File: src/rtl/dsp_simd_pack_if.sv
// Handshake bus for the scalar-to-SIMD operand packer: a scalar pair stream in,
// and packed lane groups with a valid-lane mask out.
interface dsp_simd_pack_if #(
  parameter int width = 12,
  parameter int lanes = 4
);
  logic                     in_valid;
  logic                     in_ready;
  logic [width-1:0]         in_a;
  logic [width-1:0]         in_b;
  logic                     flush;
  logic                     out_valid;
  logic                     out_ready;
  logic [width*lanes-1:0]   out_a;
  logic [width*lanes-1:0]   out_b;
  logic [lanes-1:0]         out_mask;

  modport master (
    output in_valid, in_a, in_b, flush, out_ready,
    input  in_ready, out_valid, out_a, out_b, out_mask
  );

  modport slave (
    input  in_valid, in_a, in_b, flush, out_ready,
    output in_ready, out_valid, out_a, out_b, out_mask
  );
endinterface

File: src/rtl/dsp_simd_pack.sv
// Packs a stream of scalar operand pairs into lane groups for the vector
// add/sub stages; a group closes when full or on flush, and waits if the output slot is busy.
module dsp_simd_pack #(
  parameter int width = 12,
  parameter int lanes = 4
) (
  input  logic          clock,
  input  logic          reset,
  dsp_simd_pack_if.slave bus
);

  localparam int CW = $clog2(lanes + 1);
  localparam int PW = width * lanes;
  localparam logic [CW-1:0] LAST = CW'(lanes - 1);

  if (PW > 48) begin : g_width_check
    $error("dsp_simd_pack: width*lanes must not exceed 48");
  end

  typedef enum logic {FILL, CLOSED} state_t;

  state_t           state_q, state_d;
  logic [CW-1:0]    cnt_q, cnt_add;
  logic             rdy_q;
  logic             vld_q;
  logic [PW-1:0]    buf_a_q, buf_b_q;
  logic [PW-1:0]    ins_a, ins_b;
  logic [PW-1:0]    grp_a, grp_b;
  logic [lanes-1:0] grp_mask;
  logic [PW-1:0]    out_a_q, out_b_q;
  logic [lanes-1:0] out_mask_q;
  logic             acc, slot_free, closing, load_out;

  function automatic logic [lanes-1:0] fill_mask(input logic [CW-1:0] n);
    logic [lanes-1:0] m;
    for (int k = 0; k < lanes; k++) m[k] = (CW'(k) < n);
    return m;
  endfunction

  function automatic logic [PW-1:0] gate_lanes(input logic [PW-1:0] v,
                                               input logic [lanes-1:0] m);
    logic [PW-1:0] r;
    r = v;
    for (int k = 0; k < lanes; k++)
      if (!m[k]) r[k*width +: width] = '0;
    return r;
  endfunction

  assign bus.in_ready  = rdy_q && (state_q == FILL);
  assign bus.out_valid = vld_q;
  assign bus.out_a     = out_a_q;
  assign bus.out_b     = out_b_q;
  assign bus.out_mask  = out_mask_q;

  assign acc       = bus.in_valid && bus.in_ready;
  assign cnt_add   = cnt_q + CW'(acc);
  assign slot_free = !vld_q || bus.out_ready;
  assign closing   = (state_q == FILL) &&
                     ((acc && cnt_q == LAST) || (bus.flush && cnt_add != '0));
  assign load_out  = (state_q == FILL) ? (closing && slot_free)
                                       : (vld_q && bus.out_ready);

  // Group assembly: fill buffer plus any same-cycle accept, unfilled lanes zeroed.
  always_comb begin
    ins_a = buf_a_q;
    ins_b = buf_b_q;
    for (int k = 0; k < lanes; k++) begin
      if (acc && cnt_q == CW'(k)) begin
        ins_a[k*width +: width] = bus.in_a;
        ins_b[k*width +: width] = bus.in_b;
      end
    end
    grp_mask = fill_mask(cnt_add);
    grp_a    = gate_lanes(ins_a, grp_mask);
    grp_b    = gate_lanes(ins_b, grp_mask);
  end

  always_comb begin
    state_d = state_q;
    case (state_q)
      FILL:    if (closing && !slot_free) state_d = CLOSED;
      CLOSED:  if (vld_q && bus.out_ready) state_d = FILL;
      default: state_d = FILL;
    endcase
  end

  always_ff @(posedge clock or negedge reset) begin
    if (!reset) begin
      state_q    <= FILL;
      cnt_q      <= '0;
      rdy_q      <= 1'b0;
      vld_q      <= 1'b0;
      out_a_q    <= '0;
      out_b_q    <= '0;
      out_mask_q <= '0;
    end else begin
      state_q <= state_d;
      rdy_q   <= 1'b1;
      if (load_out)  cnt_q <= '0;
      else if (acc)  cnt_q <= cnt_add;
      // Output slot: load a closing or pending group, else drop after handshake.
      if (load_out) begin
        vld_q      <= 1'b1;
        out_a_q    <= grp_a;
        out_b_q    <= grp_b;
        out_mask_q <= grp_mask;
      end else if (bus.out_ready) begin
        vld_q <= 1'b0;
      end
    end
  end

  // Stale lanes beyond the count are masked at load, so the buffer needs no reset.
  always_ff @(posedge clock) begin
    if (acc) begin
      buf_a_q <= ins_a;
      buf_b_q <= ins_b;
    end
  end

endmodule
File: src/flat_wrapper.sv
// flat-port wrapper written by rule: the top's interface ports become plain ports
module dsp_simd_pack_flat 
#(
  parameter int width = 12,
  parameter int lanes = 4
)
  (clock, reset, bus_in_valid, bus_in_a, bus_in_b, bus_flush, bus_out_ready, bus_in_ready, bus_out_valid, bus_out_a, bus_out_b, bus_out_mask);
  dsp_simd_pack_if #(.width(width), .lanes(lanes)) bus_i ();
  input  logic clock;
  input  logic reset;
  input wire logic [$bits(bus_i.in_valid)-1:0] bus_in_valid;
  input wire logic [$bits(bus_i.in_a)-1:0] bus_in_a;
  input wire logic [$bits(bus_i.in_b)-1:0] bus_in_b;
  input wire logic [$bits(bus_i.flush)-1:0] bus_flush;
  input wire logic [$bits(bus_i.out_ready)-1:0] bus_out_ready;
  output wire logic [$bits(bus_i.in_ready)-1:0] bus_in_ready;
  output wire logic [$bits(bus_i.out_valid)-1:0] bus_out_valid;
  output wire logic [$bits(bus_i.out_a)-1:0] bus_out_a;
  output wire logic [$bits(bus_i.out_b)-1:0] bus_out_b;
  output wire logic [$bits(bus_i.out_mask)-1:0] bus_out_mask;
  assign bus_i.in_valid = bus_in_valid;
  assign bus_i.in_a = bus_in_a;
  assign bus_i.in_b = bus_in_b;
  assign bus_i.flush = bus_flush;
  assign bus_i.out_ready = bus_out_ready;
  assign bus_in_ready = bus_i.in_ready;
  assign bus_out_valid = bus_i.out_valid;
  assign bus_out_a = bus_i.out_a;
  assign bus_out_b = bus_i.out_b;
  assign bus_out_mask = bus_i.out_mask;
  dsp_simd_pack #(.width(width), .lanes(lanes)) u_core (.clock(clock), .reset(reset), .bus(bus_i));
endmodule
File: config.mk
export PLATFORM = sky130hd
export DESIGN_NAME = dsp_simd_pack_flat
export DESIGN_NICKNAME = d
export VERILOG_FILES = /design/src/rtl/dsp_simd_pack_if.sv /design/src/rtl/dsp_simd_pack.sv /design/src/flat_wrapper.sv
export SDC_FILE = /design/constraint.sdc
export NUM_CORES = 1
export LEC_CHECK = 0
export BUFFER_PORTS_ARGS = -buffer_cell sky130_fd_sc_hd__buf_2
export CAP_MARGIN = 20
export CORE_MARGIN = 2
export CORE_UTILIZATION = 41
export DETAILED_ROUTE_END_ITERATION = 10
export SYNTH_ARGS = -nofsm -noshare
export SYNTH_HDL_FRONTEND = slang
export SYNTH_SLANG_ARGS = --single-unit
File: constraint.sdc
create_clock -name clock -period 6.7 [get_ports clock]
set_clock_uncertainty 0.2 [all_clocks]
set_input_delay 1.34 -clock clock [delete_from_list [all_inputs] [get_ports clock]]
set_output_delay 1.34 -clock clock [all_outputs]
set_load 0.02 [all_outputs]
# Word-level counts from Yosys, hierarchy flattened
# Index checks and enable logic that the tools add are counted.
[word_totals]
ff_bits = 202
latchBits = 0
ram_bits = 0
romBits = 0
out_inout_bits = 102
word_cells = 61
mem_count = 0
[classes]
n_addsub = 1
mul = 0
div = 0
magnitude_cmp = 4
eq_ne = 3
n_shift = 0
mux = 24
bitwise_logic = 1
n_reduce_logical = 19
[ops]
columns = ["operator", "n"]
rows = [
  ["12-bit 2-to-1 mux", 16],
  ["1-bit logical AND", 11],
  ["3-bit by 2-bit equality test with 1-bit output (second input constant)", 2],
  ["1-bit by 3-bit less-than comparator with 1-bit output (first input constant)", 2],
  ["2-bit by 3-bit less-than comparator with 1-bit output (first input constant)", 2],
  ["3-bit 2-to-1 mux", 2],
  ["1-bit 2-to-1 mux", 5],
  ["2-bit nonzero test", 2],
  ["3-bit by 1-bit adder with 3-bit output", 1],
  ["3-bit by 1-bit equality test with 1-bit output (second input constant)", 1],
  ["3-bit zero test", 1],
  ["3-bit nonzero test", 1],
  ["1-bit zero test", 2],
  ["1-bit logical OR", 2],
  ["1-bit one-hot mux with 2 select lines", 1],
  ["1-bit inverter", 1],
]

# Longest topological paths before layout
[depth]
ltp_word = 11
depth_mapped = 10
mapped_depth_nobuf = 7

# Worst setup path after synthesis
# OpenSTA, ideal clock, no wires.
[synth_timing]
path_kind = "in2reg"
start = "in bus_in_valid"
end = "reg u_core.out_a_q[39] (netlist: u_core.bus.out_a[39])"
setup_ns = 0.066
arrival_ns = 6.182
setup_slack_ns = 0.252
stages = 8
path_buffers = 2
cell_sequence = "and3b_1 clkbuf_1 ha_1 ha_1 o31a_1 o21ai_2 clkbuf_1 a22o_1"
[synth_via]
elab_chain_cells = 8
word_cells_on_any_way = 12
cone_classes = "1 x add/sub; 1 x order compare; 3 x mux; 7 x reduce/logical"
[synth_rtl]
columns = ["item", "line_no", "source"]
rows = [
  ["start: declaration", "flat_wrapper.sv:11", "input wire logic [$bits(bus_i.in_valid)-1:0] bus_in_valid;"],
  ["1-bit logical AND *", "dsp_simd_pack.sv:55", "assign acc = bus.in_valid && bus.in_ready;"],
  ["via u_core.acc", "dsp_simd_pack.sv:32", "logic acc, slot_free, closing, load_out;"],
  ["3-bit by 1-bit adder with 3-bit output", "dsp_simd_pack.sv:56", "assign cnt_add = cnt_q + CW'(acc);"],
  ["3-bit nonzero test", "dsp_simd_pack.sv:59", "((acc && cnt_q == LAST) || (bus.flush && cnt_add != '0));"],
  ["1-bit logical AND", "dsp_simd_pack.sv:59", ""],
  ["1-bit logical OR", "dsp_simd_pack.sv:59", ""],
  ["1-bit logical AND", "dsp_simd_pack.sv:58", "assign closing = (state_q == FILL) &&"],
  ["1-bit logical AND", "dsp_simd_pack.sv:60", "assign load_out = (state_q == FILL) ? (closing && slot_free)"],
  ["1-bit 2-to-1 mux", "dsp_simd_pack.sv:60", ""],
  ["end signal: assignment", "dsp_simd_pack.sv:104", "out_a_q <= grp_a;"],
  ["end: declaration", "dsp_simd_pack.sv:30", "logic [PW-1:0] out_a_q, out_b_q;"],
]
# Mark *: on every way through the listed nets, which the timed path passes. The rest lies on a longest branch.
# A chain may end at the register's enable or synchronous reset.

# Worst setup path after layout
[layout_timing]
start = "in bus_in_valid"
end = "reg u_core.out_a_q[41] (netlist: u_core.bus.out_a[41])"
[layout_via]
elab_chain_cells = 8
word_cells_on_any_way = 12
cone_classes = "1 x add/sub; 1 x order compare; 3 x mux; 7 x reduce/logical"
[layout_rtl]
columns = ["item", "line_no"]
rows = [
  ["1-bit logical AND *", "dsp_simd_pack.sv:55"],
  ["3-bit by 1-bit adder with 3-bit output", "dsp_simd_pack.sv:56"],
  ["3-bit nonzero test", "dsp_simd_pack.sv:59"],
  ["1-bit logical AND", "dsp_simd_pack.sv:59"],
  ["1-bit logical OR", "dsp_simd_pack.sv:59"],
  ["1-bit logical AND", "dsp_simd_pack.sv:58"],
  ["1-bit logical AND", "dsp_simd_pack.sv:60"],
  ["1-bit 2-to-1 mux", "dsp_simd_pack.sv:60"],
]
# Mark *: on every way between the ends. The rest lies on a longest branch, timed or not.

==> results.toml <==
[final_layout]
fillers = 1717
layout.nets = 627
diodes = 0
final_cell_area_sq_um = 9760
drive_above_1_share_pct = 44.8
multi_input_area_sq_um = 2470
register_area_sq_um = 5540
areaGrowthSynthToFinish_pct = 16.7

[cts]
clk_pin_slew_ns = 0.06
cts_tree = "done"
cts_buffers = 21
clock_sinks = 202
cts.path.max_buffers = 3
clk_latency_ns = 0.50
postCtsSetupRepairBufs = 0
cts_resized = 0
cts-hold-fix-buffers = 0
htreeDepth = 1
cts_root_buffer = "clkbuf_16"

[yosys]
syn_nets = 508
synth_common_cells = "106 x dfrtp_1, 96 x edfxtp_1, 72 x a32o_1"
synth.most_common_cell = "dfrtp_1"
syn_area_sq_um = 8370
post-synth-top-area-cell = "edfxtp_1"
synthFlopType = "dfrtp_1"
synthTopCellsByArea = "edfxtp_1 34%, dfrtp_1 32%, a32o_1 8.6%, mux2_2 7.5%, mux2_4 7.2%"
yosysSeqAreaShare_pct = 66.2
avgSynthCellArea_sq_um = 17.5
synthCells = 477
yosys_warnings = 0
synth_top_area_share_pct = 34.5
ys_ff_latch = 202
synth_edf_count = 96
async_flop_share_pct = 52.5
synth_cell_types = 38

[power_and_ir_drop]
swShare_pct = 35.1
peakVddDrop_mv = 0.223
p_per_area_nw_per_um2 = 433
seqPwrFrac_pct = 41.1
p_comb_share_pct = 32.3
finalPower_mw = 4.23
p_leak_nw = 4.34
p_clk_share_pct = 26.7
p_sw_mw = 1.48
p_int_mw = 2.75

[setup_path]
rr_endpoint = "u_core.bus.out_a[41]"
reg2reg_depth = 9
arrival_ns = 3.95
cp-start-kind = "input port"
crit_path_max_fanout = 67
startpoint = "bus_in_valid"
r2r_slack_ns = 3.22
crit_path_end_kind = "register"
cp.required_ns = 6.87
timing.rr.start = "u_core.state_q"
cp-endpoint = "u_core.bus.out_a[41]"
critical_path_class = "input port to register"

[placement]
gp_congestion = 0.765
dp_hpwl_um = 12300
postPlaceCellArea_sq_um = 9040
port_buffers = 130

[global_routing]
overflow = 0
grt_pass1_vias = 5247
grt_pass1_wl_um = 30700
track_usage_pct = 18.1
grt_start_max_net_pins = 101
grt_antenna_before_repair = 0

[route]
vias = 4904
wl_per_cell_um = 22.4
drt-pass1-iter-count = 5
wl_met3_um = 957
routed_via_density = 5.57
drc = 0
drt.antenna.violating_nets = 0
wl_um = 19700
top_layer = "met4"
met1_length_um = 9050
wl_met2_um = 9390
drtIter0Drc = 394

[timing]
finalCritPeriodShare_pct = 56.4
fmax_mhz = 265
slew_violations = 0
setup-tns-final_ns = 0
setup_violations = 0
tightest_slew_ns = 1.11
finalHoldViolCount = 0
fin_crit_ns = 3.78
rsz0062_at_grt = "false"
relSlewSlack_pct = 26.0

[hold_path]
min_path_type = "register to register"

[floorplanning]
die_x_um = 147
die_y_um = 147
io_pins = 131
start_util_pct = 41.6
fp-row-count = 52
core-area_sq_um = 20100
die_area_sq_um = 21600

[status]
outcome = "finished clean"

[run]
cap_viol_max_count = 0
-- cells by family after synthesis --
kind of cell,Yosys count,share of synthesized area [%]
xor gates and xnor gates,2,0.209
adders and majority gates,2,0.299
and+or+nand+nor,21,1.62
other,1,0.0448
DFF,202,66.2
muxes,98,15.0
buffers and inverters,43,4.53
AOI/OAI and AO/OA,108,12.2
-- per-stage QoR --
stage                     hold WS [ns]  instances  util, %  setup WS [ns]
final                            0.278        880     48.6           2.92
after global routing             0.294        880     48.6           2.74
after CTS                        0.281        877     48.2           2.63
after detailed placement         0.267        840     45.0           2.12
after global placement           0.258        840     45.0           2.32
after floorplan                  0.338        477        -          0.252
-- critical path, stage by stage --
cell and delay, ns:
buf_2 0.12, and3b_4 0.52, ha_1 0.24, ha_1 0.19, xor2_1 0.34, o31a_1 0.27
o21ai_4 0.06, buf_4 0.27, buf_16 0.28, a22o_1 0.28
-- layer usage --
metal	global-route usage (%)	vias to the layer above
met2	29.1	138
met4	4.37	0
li1	-	2144
met3	3.54	25
met5	0	-
met1	25.7	2597
-- power by group through the flow --
stage / clock, mW / combinational, mW / sequential (mW)
floorplan: 0 / 0.783 / 1.97
global placement: 0 / 1.31 / 1.75
detailed placement: 0 / 1.36 / 1.76
CTS: 1.15 / 1.36 / 1.74
global route: 1.19 / 1.46 / 1.77
finish: 1.13 / 1.37 / 1.74
-- flip-flops by register name (all words and copies together) (netlist names) --
name / cells
u_core.bus.out_valid: 1
u_core.bus.out_a: 48
u_core.state_q: 1
u_core.bus.out_b: 48
u_core.cnt_q: 3
u_core.buf_b_q: 48
u_core.bus.out_mask: 4
u_core.rdy_q: 1
u_core.buf_a_q: 48
-- layout make-up --
cell class	instances	share of cell area, %
tap	270	3.46
inverter	1	0.0384
clock buffer	28	5.96
multi-input combinational	232	25.3
sequential	202	56.7
clock inverter	9	0.756
timing repair buffer	138	7.79
-- cell usage in the layout (no fill, tap or decap), types with 2 or more instances in the layout --
cell type     n
edfxtp_1     96
o21ai_0       2
nor2_1        6
buf_2       129
a21o_1        2
nand2_1       4
ha_1          2
xor2_1        2
clkbuf_1      4
a32o_1       72
mux2_2       56
clkinvlp_4    2
buf_4         6
a22o_1       27
clkbuf_16    21
mux2i_1       2
dfrtp_1     106
clkinv_2      5
clkbuf_8      3
buf_16        2
mux2_4       40
-- how the worst min path moves through the flow --
stage                                   to  cells past startpoint              startpoint
CTS                 u_core.bus.out_mask[3]                      1  u_core.bus.out_mask[3]
detailed placement  u_core.bus.out_mask[3]                      1  u_core.bus.out_mask[3]
finish              u_core.bus.out_mask[3]                      1  u_core.bus.out_mask[3]
global route        u_core.bus.out_mask[3]                      1  u_core.bus.out_mask[3]
global placement    u_core.bus.out_mask[3]                      1  u_core.bus.out_mask[3]
floorplan               u_core.buf_a_q[12]                      1      u_core.buf_a_q[12]
Note: power is estimated with default switching activity, not from simulation.
